===== config.mk =====
export PLATFORM = sky130hd
export DESIGN_NAME = mc_maindec_flat
export DESIGN_NICKNAME = d
export VERILOG_FILES = /design/src/rtl/mc_maindec_if.sv /design/src/rtl/mc_maindec.sv /design/src/flat_wrapper.sv
export SDC_FILE = /design/constraint.sdc
export NUM_CORES = 1
export LEC_CHECK = 0
export ABC_AREA = 1
export BUFFER_PORTS_ARGS = -buffer_cell sky130_fd_sc_hd__buf_2
export CORE_MARGIN = 2
export CORE_UTILIZATION = 39
export DETAILED_ROUTE_END_ITERATION = 10
export HOLD_SLACK_MARGIN = 0.06
export PLACE_DENSITY = 0.9
export SYNTH_ARGS = -nofsm -noshare
export SYNTH_HDL_FRONTEND = slang
export SYNTH_SLANG_ARGS = --single-unit

===== constraint.sdc =====
create_clock -name clk -period 1.8 [get_ports clk]
set_clock_uncertainty 0.15 [all_clocks]
set_input_delay 0.54 -clock clk [delete_from_list [all_inputs] [get_ports clk]]
set_output_delay 0.54 -clock clk [all_outputs]
set_load 0.03 [all_outputs]

===== src/rtl/mc_maindec_if.sv =====
// mc_maindec_if - control bus between the multicycle main decoder and the
// datapath.
//
// Decoder inputs:  opcode (IR[31:26]), functi (IR[5:0]), mem_ready.
// Decoder outputs: PC/IR write enables, memory strobes, mux selects,
//                  register-file write controls, illegal flag, and the
//                  instr_count / cycle_count performance counters.
//
// Modports:
//   master - the decoder (drives the control signals).
//   slave  - the datapath/memory side (drives opcode, functi, mem_ready).
interface mc_maindec_if #(
    parameter int CNT_WIDTH = 32
);
    logic [5:0]           opcode;
    logic [5:0]           functi;
    logic                 mem_ready;

    logic                 pc_write;
    logic                 pc_write_cond;
    logic                 iord;
    logic                 ir_write;
    logic                 memory_write;
    logic [1:0]           memory_to_register;
    logic [1:0]           register_destination;
    logic                 register_write;
    logic                 alu_src_a;
    logic [1:0]           alu_src_b;
    logic [1:0]           alu_operation;
    logic [1:0]           pc_source;
    logic                 illegal;
    logic [CNT_WIDTH-1:0] instr_count;
    logic [CNT_WIDTH-1:0] cycle_count;

    modport master (
        input  opcode, functi, mem_ready,
        output pc_write, pc_write_cond, iord, ir_write, memory_write,
               memory_to_register, register_destination, register_write,
               alu_src_a, alu_src_b, alu_operation, pc_source, illegal,
               instr_count, cycle_count
    );

    modport slave (
        output opcode, functi, mem_ready,
        input  pc_write, pc_write_cond, iord, ir_write, memory_write,
               memory_to_register, register_destination, register_write,
               alu_src_a, alu_src_b, alu_operation, pc_source, illegal,
               instr_count, cycle_count
    );
endinterface


===== src/rtl/mc_maindec.sv =====
// mc_maindec - multicycle main decoder for the 32-bit MIPS-style CPU.
//
// Registered Moore FSM that sequences each instruction over 3-5 cycles
// (FETCH, DECODE, then an opcode-specific path) and stretches FETCH, MEMRD
// and MEMWR until mem_ready. Drives every datapath control signal.
//
// Ports:
//   clk   - single clock, rising edge.
//   reset - asynchronous, active-low reset.
//   bus   - mc_maindec_if.master: opcode/functi/mem_ready in, controls and
//           performance counters out.
//
// Build option:
//   MC_MAINDEC_PERF_EN - when defined, builds cycle_count (active non-TRAP
//   cycles) and instr_count (retired instructions). When undefined both
//   counters read as constant 0 and no counter flops exist.
module mc_maindec #(
    parameter int n         = 32,
    parameter int CNT_WIDTH = 32
) (
    input  logic          clk,
    input  logic          reset,
    mc_maindec_if.master  bus
);

    // The datapath width only has to be wide enough for a MIPS word.
    if (n < 32) begin : g_n_chk
        $error("mc_maindec: n must be at least 32");
    end

    localparam logic [5:0] OP_RTYPE = 6'b000000;
    localparam logic [5:0] OP_LW    = 6'b000001;
    localparam logic [5:0] OP_SW    = 6'b000010;
    localparam logic [5:0] OP_ADDI  = 6'b000011;
    localparam logic [5:0] OP_SUBI  = 6'b000100;
    localparam logic [5:0] OP_BEQ   = 6'b000101;
    localparam logic [5:0] OP_J     = 6'b000111;
    localparam logic [5:0] OP_JAL   = 6'b001000;
    localparam logic [5:0] OP_BNE   = 6'b001001;
    localparam logic [5:0] FN_JR    = 6'b000111;

    typedef enum logic [3:0] {
        S_FETCH,
        S_DECODE,
        S_MEMADR,
        S_MEMRD,
        S_MEMWB,
        S_MEMWR,
        S_EXEC,
        S_ALUWB,
        S_IMMEX,
        S_IMMWB,
        S_BRANCH,
        S_JUMP,
        S_JR,
        S_JAL,
        S_TRAP
    } state_t;

    state_t state_q, state_d;

    // State register.
    always_ff @(posedge clk or negedge reset) begin
        if (!reset) state_q <= S_FETCH;
        else        state_q <= state_d;
    end

    // Next-state logic.
    always_comb begin
        state_d = state_q;
        case (state_q)
            S_FETCH:  if (bus.mem_ready) state_d = S_DECODE;
            S_DECODE: begin
                case (bus.opcode)
                    OP_RTYPE:        state_d = (bus.functi == FN_JR) ? S_JR : S_EXEC;
                    OP_LW, OP_SW:    state_d = S_MEMADR;
                    OP_ADDI, OP_SUBI: state_d = S_IMMEX;
                    OP_BEQ, OP_BNE:  state_d = S_BRANCH;
                    OP_J:            state_d = S_JUMP;
                    OP_JAL:          state_d = S_JAL;
                    default:         state_d = S_TRAP;
                endcase
            end
            S_MEMADR: state_d = (bus.opcode == OP_LW) ? S_MEMRD : S_MEMWR;
            S_MEMRD:  if (bus.mem_ready) state_d = S_MEMWB;
            S_MEMWR:  if (bus.mem_ready) state_d = S_FETCH;
            S_EXEC:   state_d = S_ALUWB;
            S_IMMEX:  state_d = S_IMMWB;
            S_MEMWB, S_ALUWB, S_IMMWB,
            S_BRANCH, S_JUMP, S_JR, S_JAL: state_d = S_FETCH;
            S_TRAP:   state_d = S_TRAP;  // only reset leaves TRAP
            default:  state_d = S_FETCH;
        endcase
    end

    // Output decode. Everything is forced low while reset is held, so the
    // FETCH strobes (which follow mem_ready) cannot fire during reset.
    always_comb begin
        bus.pc_write             = 1'b0;
        bus.pc_write_cond        = 1'b0;
        bus.iord                 = 1'b0;
        bus.ir_write             = 1'b0;
        bus.memory_write         = 1'b0;
        bus.memory_to_register   = 2'b00;
        bus.register_destination = 2'b00;
        bus.register_write       = 1'b0;
        bus.alu_src_a            = 1'b0;
        bus.alu_src_b            = 2'b00;
        bus.alu_operation        = 2'b00;
        bus.pc_source            = 2'b00;
        bus.illegal              = 1'b0;
        if (reset) begin
            case (state_q)
                S_FETCH: begin
                    bus.alu_src_b = 2'b01;
                    bus.ir_write  = bus.mem_ready;
                    bus.pc_write  = bus.mem_ready;
                end
                // Branch target computed speculatively while decoding.
                S_DECODE: bus.alu_src_b = 2'b11;
                S_MEMADR: begin
                    bus.alu_src_a = 1'b1;
                    bus.alu_src_b = 2'b10;
                end
                S_MEMRD: bus.iord = 1'b1;
                S_MEMWB: begin
                    bus.register_write     = 1'b1;
                    bus.memory_to_register = 2'b01;
                end
                S_MEMWR: begin
                    bus.iord         = 1'b1;
                    bus.memory_write = 1'b1;
                end
                S_EXEC: begin
                    bus.alu_src_a     = 1'b1;
                    bus.alu_operation = 2'b10;
                end
                S_ALUWB: begin
                    bus.register_write       = 1'b1;
                    bus.register_destination = 2'b01;
                end
                S_IMMEX: begin
                    bus.alu_src_a     = 1'b1;
                    bus.alu_src_b     = 2'b10;
                    bus.alu_operation = (bus.opcode == OP_SUBI) ? 2'b01 : 2'b00;
                end
                S_IMMWB: bus.register_write = 1'b1;
                S_BRANCH: begin
                    bus.alu_src_a     = 1'b1;
                    bus.pc_write_cond = 1'b1;
                    bus.pc_source     = 2'b01;
                    bus.alu_operation = (bus.opcode == OP_BNE) ? 2'b11 : 2'b01;
                end
                S_JUMP: begin
                    bus.pc_write  = 1'b1;
                    bus.pc_source = 2'b10;
                end
                S_JR: begin
                    bus.pc_write  = 1'b1;
                    bus.pc_source = 2'b11;
                end
                S_JAL: begin
                    bus.pc_write             = 1'b1;
                    bus.pc_source            = 2'b10;
                    bus.register_write       = 1'b1;
                    bus.register_destination = 2'b10;
                    bus.memory_to_register   = 2'b10;
                end
                S_TRAP:  bus.illegal = 1'b1;
                default: ;
            endcase
        end
    end

`ifdef MC_MAINDEC_PERF_EN
    logic [CNT_WIDTH-1:0] instr_q;
    logic [CNT_WIDTH-1:0] cycle_q;
    logic                 retire;

    // Only final states ever step back to FETCH, so any such transition
    // retires an instruction.
    assign retire = (state_q != S_FETCH) && (state_d == S_FETCH);

    always_ff @(posedge clk or negedge reset) begin
        if (!reset) begin
            instr_q <= '0;
            cycle_q <= '0;
        end else begin
            if (state_q != S_TRAP) cycle_q <= cycle_q + 1'b1;
            if (retire)            instr_q <= instr_q + 1'b1;
        end
    end

    assign bus.instr_count = instr_q;
    assign bus.cycle_count = cycle_q;
`else
    assign bus.instr_count = '0;
    assign bus.cycle_count = '0;
`endif

endmodule

===== src/flat_wrapper.sv =====
// flat-port wrapper written by rule: the top's interface ports become plain ports
module mc_maindec_flat 
#(
    parameter int n         = 32,
    parameter int CNT_WIDTH = 32
)
  (clk, reset, bus_opcode, bus_functi, bus_mem_ready, bus_pc_write, bus_pc_write_cond, bus_iord, bus_ir_write, bus_memory_write, bus_memory_to_register, bus_register_destination, bus_register_write, bus_alu_src_a, bus_alu_src_b, bus_alu_operation, bus_pc_source, bus_illegal, bus_instr_count, bus_cycle_count);
  mc_maindec_if #(.CNT_WIDTH(CNT_WIDTH)) bus_i ();
  input  logic clk;
  input  logic reset;
  input wire logic [$bits(bus_i.opcode)-1:0] bus_opcode;
  input wire logic [$bits(bus_i.functi)-1:0] bus_functi;
  input wire logic [$bits(bus_i.mem_ready)-1:0] bus_mem_ready;
  output wire logic [$bits(bus_i.pc_write)-1:0] bus_pc_write;
  output wire logic [$bits(bus_i.pc_write_cond)-1:0] bus_pc_write_cond;
  output wire logic [$bits(bus_i.iord)-1:0] bus_iord;
  output wire logic [$bits(bus_i.ir_write)-1:0] bus_ir_write;
  output wire logic [$bits(bus_i.memory_write)-1:0] bus_memory_write;
  output wire logic [$bits(bus_i.memory_to_register)-1:0] bus_memory_to_register;
  output wire logic [$bits(bus_i.register_destination)-1:0] bus_register_destination;
  output wire logic [$bits(bus_i.register_write)-1:0] bus_register_write;
  output wire logic [$bits(bus_i.alu_src_a)-1:0] bus_alu_src_a;
  output wire logic [$bits(bus_i.alu_src_b)-1:0] bus_alu_src_b;
  output wire logic [$bits(bus_i.alu_operation)-1:0] bus_alu_operation;
  output wire logic [$bits(bus_i.pc_source)-1:0] bus_pc_source;
  output wire logic [$bits(bus_i.illegal)-1:0] bus_illegal;
  output wire logic [$bits(bus_i.instr_count)-1:0] bus_instr_count;
  output wire logic [$bits(bus_i.cycle_count)-1:0] bus_cycle_count;
  assign bus_i.opcode = bus_opcode;
  assign bus_i.functi = bus_functi;
  assign bus_i.mem_ready = bus_mem_ready;
  assign bus_pc_write = bus_i.pc_write;
  assign bus_pc_write_cond = bus_i.pc_write_cond;
  assign bus_iord = bus_i.iord;
  assign bus_ir_write = bus_i.ir_write;
  assign bus_memory_write = bus_i.memory_write;
  assign bus_memory_to_register = bus_i.memory_to_register;
  assign bus_register_destination = bus_i.register_destination;
  assign bus_register_write = bus_i.register_write;
  assign bus_alu_src_a = bus_i.alu_src_a;
  assign bus_alu_src_b = bus_i.alu_src_b;
  assign bus_alu_operation = bus_i.alu_operation;
  assign bus_pc_source = bus_i.pc_source;
  assign bus_illegal = bus_i.illegal;
  assign bus_instr_count = bus_i.instr_count;
  assign bus_cycle_count = bus_i.cycle_count;
  mc_maindec #(.n(n), .CNT_WIDTH(CNT_WIDTH)) u_core (.clk(clk), .reset(reset), .bus(bus_i));
endmodule

[Word-level counts from Yosys, hierarchy flattened]
Index checks and enable logic that the tools add are counted.
Storage, ports and cells
  register bits: 4
  latch bits: 0
  RAM bits: 0
  bits in read-only memories: 0
  output and inout bits: 82
  memories: 0
Cells by class
  $add $sub $neg: 0
  multiply operators: 0
  divide/modulo/power cells: 0
  $lt $le $gt $ge: 0
  equal/unequal tests: 26
  shift operators: 0
  mux-type cells: 35
  bitwise logic cells: 0
  reductions and logical operators: 12
Operators with widths (count)
  4-bit one-hot mux with 8 select lines: 1
  4-bit == test (second input constant): 7
  6-bit by 3-bit == test with 1-bit output (second input constant): 4
  4-bit one-hot mux with 6 select lines: 1
  2-bit one-hot mux with 3 select lines: 3
  4-bit by 3-bit == test with 1-bit output (second input constant): 4
  1-bit two-way mux: 16
  4-bit two-way mux: 4
  6-bit by 2-bit == test with 1-bit output (second input constant): 2
  6-bit by 4-bit == test with 1-bit output (second input constant): 2
  2-bit two-way mux: 6
  2-bit OR reduction: 6
  4-bit by 2-bit == test with 1-bit output (second input constant): 2
  2-bit one-hot mux with 2 select lines: 2
  4-bit OR reduction: 2
  6-bit by 1-bit == test with 1-bit output (second input constant): 1
  6-bit zero test: 1
  2-bit inequality test (second input constant): 3
  4-bit by 1-bit == test with 1-bit output (second input constant): 1
  4-bit zero test: 1
  3-bit two-way mux: 1
  3-bit AND reduction: 1
  3-bit OR reduction: 1
  1-bit one-hot mux with 2 select lines: 1

[Logic depth before layout (Yosys ltp)]
Gate-level depths: netlist of run 1.
  depth in word-level cells: 4
  depth in mapped cells: 12

[Worst setup path before layout of run 1]
No wires, ideal clock.
  path type: in2out
  from: input reset
  to: output bus_register_write
  arrival time: 2004 ps
  required time: 1110 ps
  slack: -894 ps
  cell stages on the path: 4
  buffers on the path: 0
  cell sequence: inv_1 nor4_1 nor2_1 o31ai_1
On the way
  cells in the longest elaborated chain, start to end: 1
RTL lines
  start, declared: line flat_wrapper.sv:10  | input logic reset;
  1-bit two-way mux: line mc_maindec.sv:112  | if (reset) begin
  end, declared: line flat_wrapper.sv:21  | output wire logic [$bits(bus_i.register_write)-1:0] bus_register_write;
Every way passes these cells.

[Worst setup path after layout of run 1]
  from: register u_core.state_q[2]
  to: output bus_alu_operation[1]
On the way
  cells in the longest elaborated chain, start to end: 3
  elaborated cells on any way between the ends: 5
  those cells by class: eq/ne (3); mux (2)
RTL lines
  start, declared: line mc_maindec.sv:60  | state_t state_q, state_d;
  start signal, assigned: line mc_maindec.sv:65  | else state_q <= state_d;
  4-bit == test / 4-bit by 3-bit == test with 1-bit output (equally long branches): line mc_maindec.sv:113  | case (state_q)
  2-bit one-hot mux with 3 select lines *: line mc_maindec.sv:113
  2-bit two-way mux *: line mc_maindec.sv:112
  end, declared: line flat_wrapper.sv:24  | output wire logic [$bits(bus_i.alu_operation)-1:0] bus_alu_operation;
Mark *: on every way between the ends. The rest lies on a longest branch, timed or not.

==> results.py, run 1 <==
metrics = {
    "outcome": {
        "status": "finished with violations",
        "failed_checks": "design-rule violations, negative setup slack",
    },
    "timing": {
        "worst_hold_slack_ns": 0.616,
        "max_freq_mhz": 441,
        "finalCritPeriodShare_pct": 126,
        "grt_setup_unrepaired": "true",
        "finalCriticalPeriod_ns": 2.27,
        "finalHoldViolations": 0,
        "setup_ws_ns": -0.467,
        "finalMaxSlewViolations": 0,
        "finalSetupViolations": 18,
    },
    "final_layout": {
        "largest-register": "u_core.state_q",
        "stdcell_area_mm2": 0.00197,
        "reg.largest.list": "u_core.state_q (4)",
        "largest_reg_flops": 4,
        "syn_to_final_growth_pct": 69.2,
        "diodes": 0,
        "drive_gt1_share_pct": 53.9,
        "final-instance-count-excl-fill": 302,
        "fin_nets": 287,
    },
    "routing": {
        "drc": 5,
        "wl_per_cell_um": 12.7,
        "drt-pass1-iter-count": 9,
        "vias": 1296,
        "via_per_inst": 4.29,
        "drtAntennaViolNets": 0,
        "drtIter0Drc": 25,
        "wl_um": 3850,
    },
    "yosys": {
        "ys_seq_elements": 4,
        "syn-cell-area_mm2": 0.00116,
        "yosysMostFrequentCell": "buf_4",
        "yosys.area.top_type": "buf_4",
        "post_synth.cell_area_avg_um2": 6.12,
        "yosys-top-cells-count": "66 x buf_4, 29 x nand2_1, 21 x inv_1",
        "seq_area_frac_synth_pct": 8.61,
        "synth_area_leaders": "buf_4 43%, nand2_1 9.4%, dfrtp_1 8.6%",
        "yosysTopAreaCellShare_pct": 42.6,
        "synth_cells": 190,
        "ys_types": 24,
        "synth-async-reset-ratio_pct": 100,
        "yosys_warnings": 0,
        "synth_enable_flop_cells": 0,
        "synthFlopType": "dfrtp_1",
    },
    "worst_setup_path": {
        "ff2ff_setup_slack_ns": 0.14,
        "rr_worst_depth": 10,
        "worstReg2RegEnd": "u_core.state_q[2]$_DFFE_PN0P_",
        "endpoint_kind": "output port",
        "startpoint_type": "flop",
        "worstPathRequired_ns": 1.11,
        "path_max_fanout": 5,
        "worstSetupPathType": "reg -> out",
        "crit-reg2reg-launch": "u_core.state_q[0]$_DFFE_PN0P_",
        "arrival_ns": 1.58,
    },
    "clock_tree": {
        "root_buffer": "clkbuf_4",
        "cts_tree": "built",
        "h-tree-depth": 1,
        "clock-sinks": 4,
        "cts.path.max_buffers": 2,
        "cts-buffers-inserted": 3,
        "cts.clk_slew.worst_paths_ns": 0.04,
        "insertion_delay_ns": 0.24,
    },
    "min_path": {
        "whs_path_depth": 4,
        "holdCritStartpoint": "bus_mem_ready",
        "hold_class": "in -> reg",
        "hold_end": "u_core.state_q[0]$_DFFE_PN0P_",
    },
    "grt": {
        "gr-usage-all-layers_pct": 19.2,
        "first_global_vias": 1150,
        "antenna_found_initial": 0,
        "grt_max_degree": 8,
        "overflow": 0,
        "grt_pass1_wl_um": 5080,
    },
    "floorplanning": {
        "ios": 97,
        "rows": 19,
        "die_w_um": 58.6,
        "core-area_mm2": 0.00281,
        "die_h_um": 58.6,
        "initial_utilization_pct": 41.4,
        "die-area_mm2": 0.00343,
    },
    "pwr": {
        "power_density_mw_per_mm2": 1160,
        "power.total_mw": 2.28,
        "ir_worst_vdd_mv": 0.439,
        "p_leak_nw": 1.02,
    },
    "placed_design": {
        "placed_area_mm2": 0.00156,
        "dp_hpwl_um": 2430,
        "place.gp.congestion": 0.870,
        "post-place-cells": 284,
        "portBuffers": 32,
        "pre_cts_slack_ns": -0.376,
    },
    "flow_run": {
        "drv_cap": 0,
    },
}
-- logic make-up after synthesis --
logic type      count (synthesis)  synth area share, %
compound gates                 17                 9.26
other cells                     1                0.323
flops                           4                 8.61
buf+inv                        92                 51.0
simple gates                   76                 30.8
-- metrics by stage --
stage / TNS, ns / util (%)
finish: -6.03 / 70.1
global route: -7.03 / 70.1
CTS: -5.27 / 65.4
detailed placement: -3.86 / 55.5
global placement: -3.46 / 55.5
floorplan: -2.35 / -
-- final cells by class --
| cell class | instances | area [µm²] |
|---|---|---|
| clock buffer | 4 | 26.3 |
| fill | 194 | 838 |
| inverter | 25 | 109 |
| multi-input combinational | 157 | 988 |
| sequential | 4 | 105 |
| tap | 31 | 38.8 |
| timing repair buffer | 81 | 699 |
-- what timing repair did --
action / in CTS / in global routing
buffers inserted: 6 / 8
hold buffers: 1 / 0
pin swaps: 9 / 16
gates resized for setup: 60 / 24
endpoints found under the hold margin: 4 / 0
setup endpoints to repair: 18 / 18
-- cells in the final DEF, fill, tap and decap left out, types with 2 or more instances in the layout --
cell	n
a21oi_1	2
dfrtp_2	4
a21oi_4	5
nand3_4	3
buf_12	2
conb_1	64
inv_4	6
nor3_4	2
nor2_2	7
buf_6	25
clkbuf_4	3
nor2_4	14
nand2_2	4
inv_1	12
nand2_1	24
buf_4	41
buf_2	12
o21ai_2	2
nand4_1	2
nor2_1	5
inv_2	7
nand3_1	8
nand3_2	3
-- where the power goes --
part,total [mW],switching (mW),internal [mW]
Clock,0.123,0.0396,0.0834
Combinational,1.92,1.09,0.834
Sequential,0.230,0.0928,0.137
-- worst max path at each step --
| stage | depth (start not counted) | from | endpoint | slack (ns) |
|---|---|---|---|---|
| final | 6 | u_core.state_q[2]$_DFFE_PN0P_ | bus_alu_operation[1] | -0.47 |
| after global routing | 6 | u_core.state_q[3]$_DFFE_PN0P_ | bus_alu_operation[1] | -0.53 |
| after CTS | 7 | u_core.state_q[1]$_DFFE_PN0P_ | bus_alu_operation[1] | -0.38 |
| after detailed placement | 5 | bus_opcode[1] | bus_alu_operation[0] | -0.38 |
| after global placement | 5 | bus_opcode[1] | bus_alu_operation[0] | -0.36 |
| after floorplan | 4 | reset | bus_register_write | -0.31 |
-- metal layers --
metal / GRT usage [%] / vias up / share of wire (%)
met3: 1.32 / 7 / 5.3
met1: 20.7 / 600 / 33
li1: - / 630 / -
met5: 0 / - / 0
met4: 5.84 / 0 / 1.9
met2: 39.0 / 59 / 59
-- worst max-delay path: stages, from the launching register on --
cell,delay (ns)
dfrtp_2,0.47
nor2_4,0.21
inv_4,0.07
nor2_4,0.17
nand3_2,0.11
a21oi_4,0.16
buf_6,0.15
Power figures use the tool's default switching activity.
==> run 2, diff against run 1 <==
--- a/config.mk
+++ b/config.mk
@@ -7,7 +7,6 @@
 export LEC_CHECK = 0
 export ABC_AREA = 1
 export BUFFER_PORTS_ARGS = -buffer_cell sky130_fd_sc_hd__buf_2
-export CORE_MARGIN = 2
 export CORE_UTILIZATION = 39
 export DETAILED_ROUTE_END_ITERATION = 10
 export HOLD_SLACK_MARGIN = 0.06
==> run 2 against run 1 <==
The run ends with negative setup slack left. Sequential share of layout area decreased by 0.10 points. Non-clock buffer count increased by 3. Critical path depth unchanged. Flip-flop and latch count unchanged. Total power decreased by 3.9%. Sequential power about the same. Routed wire length decreased by 13%. Largest cell class unchanged.
==> results.py, run 2 (synthesis results as in run 1) <==
metrics = {
    "worst_setup_path": {
        "worstPathRequired_ns": 1.11,
        "worstSetupPathType": "reg -> out",
        "worst_path_max_delay_cell": "dfrtp_2",
        "crit_path_end": "bus_alu_src_a",
        "cp_cell_sequence": "nor2_4 -> nand2_1 -> nand2_2 -> nor2_2 -> a21oi_4 -> buf_6",
        "critical_path.top_delay_family": "simple AND/OR/NAND/NOR gates",
        "worstReg2RegEnd": "u_core.state_q[2]$_DFFE_PN0P_",
        "arrival_ns": 1.51,
        "path_buf_inv": 1,
        "ff2ff_setup_slack_ns": 0.10,
        "path_max_fanout": 5,
        "path_depth": 6,
        "endpoint_kind": "output port",
        "crit_start": "u_core.state_q[1]$_DFFE_PN0P_",
        "crit-reg2reg-launch": "u_core.state_q[2]$_DFFE_PN0P_",
        "rr_worst_depth": 12,
        "max_stage_delay_ns": 0.46,
        "startpoint_type": "flop",
    },
    "pwr": {
        "comb_power_share_pct": 84.6,
        "power.total_mw": 2.19,
        "seqPwrFrac_pct": 10.6,
        "swShare_pct": 54.0,
        "power_density_mw_per_mm2": 1090,
        "ir_worst_vdd_mv": 1.02,
        "p_leak_nw": 1.04,
        "intPower_mw": 1.01,
        "clkPwrFrac_pct": 4.8,
        "p_sw_mw": 1.18,
    },
    "timing": {
        "max_freq_mhz": 454,
        "finalCriticalPeriod_ns": 2.20,
        "finalMaxSlewViolations": 0,
        "finalSetupViolations": 18,
        "finalHoldViolations": 0,
        "grt_setup_unrepaired": "true",
        "finalCritPeriodShare_pct": 122,
        "setup_ws_ns": -0.404,
    },
    "routing": {
        "vias": 1309,
        "drc": 0,
        "wl_per_cell_um": 11.0,
        "drtIter0Drc": 32,
        "drtAntennaViolNets": 0,
        "drt-pass1-iter-count": 4,
        "via_per_inst": 4.31,
        "wl_um": 3350,
    },
    "grt": {
        "grt_pass1_wl_um": 4870,
        "gr-usage-all-layers_pct": 18.6,
        "first_global_vias": 1152,
        "overflow": 0,
        "antenna_found_initial": 0,
        "grt_max_degree": 8,
    },
    "final_layout": {
        "fin_nets": 290,
        "syn_to_final_growth_pct": 72.4,
        "largest-register": "u_core.state_q",
        "largest_reg_flops": 4,
        "finalCoreUtilization_pct": 72.1,
        "drive_gt1_share_pct": 54.6,
        "reg.largest.list": "u_core.state_q (4)",
        "final_cell_mix": "64 x conb_1, 45 x buf_4, 27 x buf_6, 23 x nand2_1, 14 x nor2_4",
        "diodes": 0,
        "final_common_cell": "conb_1",
    },
    "placed_design": {
        "dp_hpwl_um": 2250,
        "pre_cts_slack_ns": -0.403,
        "portBuffers": 32,
        "place.gp.congestion": 0.889,
    },
    "clock_tree": {
        "root_buffer": "clkbuf_4",
        "clock-sinks": 4,
        "insertion_delay_ns": 0.23,
        "cts-buffers-inserted": 3,
        "cts.clk_slew.worst_paths_ns": 0.04,
        "h-tree-depth": 1,
        "cts_tree": "built",
        "cts.path.max_buffers": 2,
    },
    "floorplanning": {
        "die-area_mm2": 0.00320,
        "die_w_um": 56.6,
        "ios": 97,
        "core-area_mm2": 0.00278,
        "die_h_um": 56.6,
        "initial_utilization_pct": 41.8,
        "rows": 19,
    },
    "outcome": {
        "status": "finished with violations",
        "failed_checks": "negative setup slack",
    },
    "flow_run": {
        "drv_cap": 0,
    },
    "min_path": {
        "holdCritStartpoint": "bus_functi[5]",
        "hold_class": "in -> reg",
    },
}
[run 2: area by class of cell]
| type | count | area (µm²) |
|---|---|---|
| fill | 191 | 777 |
| inverter | 25 | 111 |
| sequential | 4 | 105 |
| multi-input combinational | 157 | 980 |
| timing repair buffer | 84 | 747 |
| tap | 31 | 38.8 |
| clock buffer | 3 | 22.5 |
[run 2: worst min path at each step]
stage	slack, ns	cells past startpoint	endpoint
after floorplan	0.09	0	u_core.state_q[0]$_DFFE_PN0P_
after global routing	0.66	6	u_core.state_q[2]$_DFFE_PN0P_
final	0.64	6	u_core.state_q[3]$_DFFE_PN0P_
after CTS	0.56	3	u_core.state_q[2]$_DFFE_PN0P_
after detailed placement	0.29	2	u_core.state_q[0]$_DFFE_PN0P_
after global placement	0.29	2	u_core.state_q[2]$_DFFE_PN0P_
[run 2: worst register-to-register path: stages, from the launching register on]
cell and delay (ns):
dfrtp_2 0.48, nor2_4 0.18, inv_4 0.08, nor2_4 0.12
buf_4 0.11, buf_4 0.09, nand2_1 0.06, nand2_1 0.06
inv_1 0.05, o21ai_2 0.06, inv_1 0.05, nand2_1 0.05
nand2_1 0.05
[run 2: stage by stage]
step | setup TNS (ns) | area (µm²) | hold WS [ns] | instances
4_1_cts | -5.19 | 1860 | 0.556 | 298
2_1_floorplan | -2.35 | 1580 | 0.0944 | 253
6_report | -5.29 | 2000 | 0.638 | 304
3_3_place_gp | -3.59 | 1550 | 0.293 | 285
3_5_place_dp | -3.85 | 1550 | 0.294 | 285
5_1_grt | -6.37 | 2000 | 0.659 | 304
[run 2: repair_timing]
| item | 4_1_cts | 5_1_grt |
|---|---|---|
| endpoints found under the hold margin | 4 | 0 |
| buffers inserted | 9 | 7 |
| pin swaps | 15 | 10 |
| hold buffers | 1 | 0 |
| cloned | 0 | 0 |
| setup endpoints to repair | 18 | 18 |
| gates resized for setup | 65 | 25 |
[run 2: power by group through the flow]
stage	sequential [mW]	clock, mW	combinational, mW
after global placement	0.203	0	1.29
after CTS	0.228	0.109	1.58
after global routing	0.238	0.115	1.95
after detailed placement	0.207	0	1.33
after floorplan	0.183	0	1.01
final	0.232	0.106	1.85
[run 2: routing by layer]
metal	vias to the layer above	track usage (%)	wire length, µm
li1	630	-	-
met1	603	18.8	1120
met2	70	38.8	1970
met3	6	1.61	189
met4	0	5.23	76
met5	-	0	0
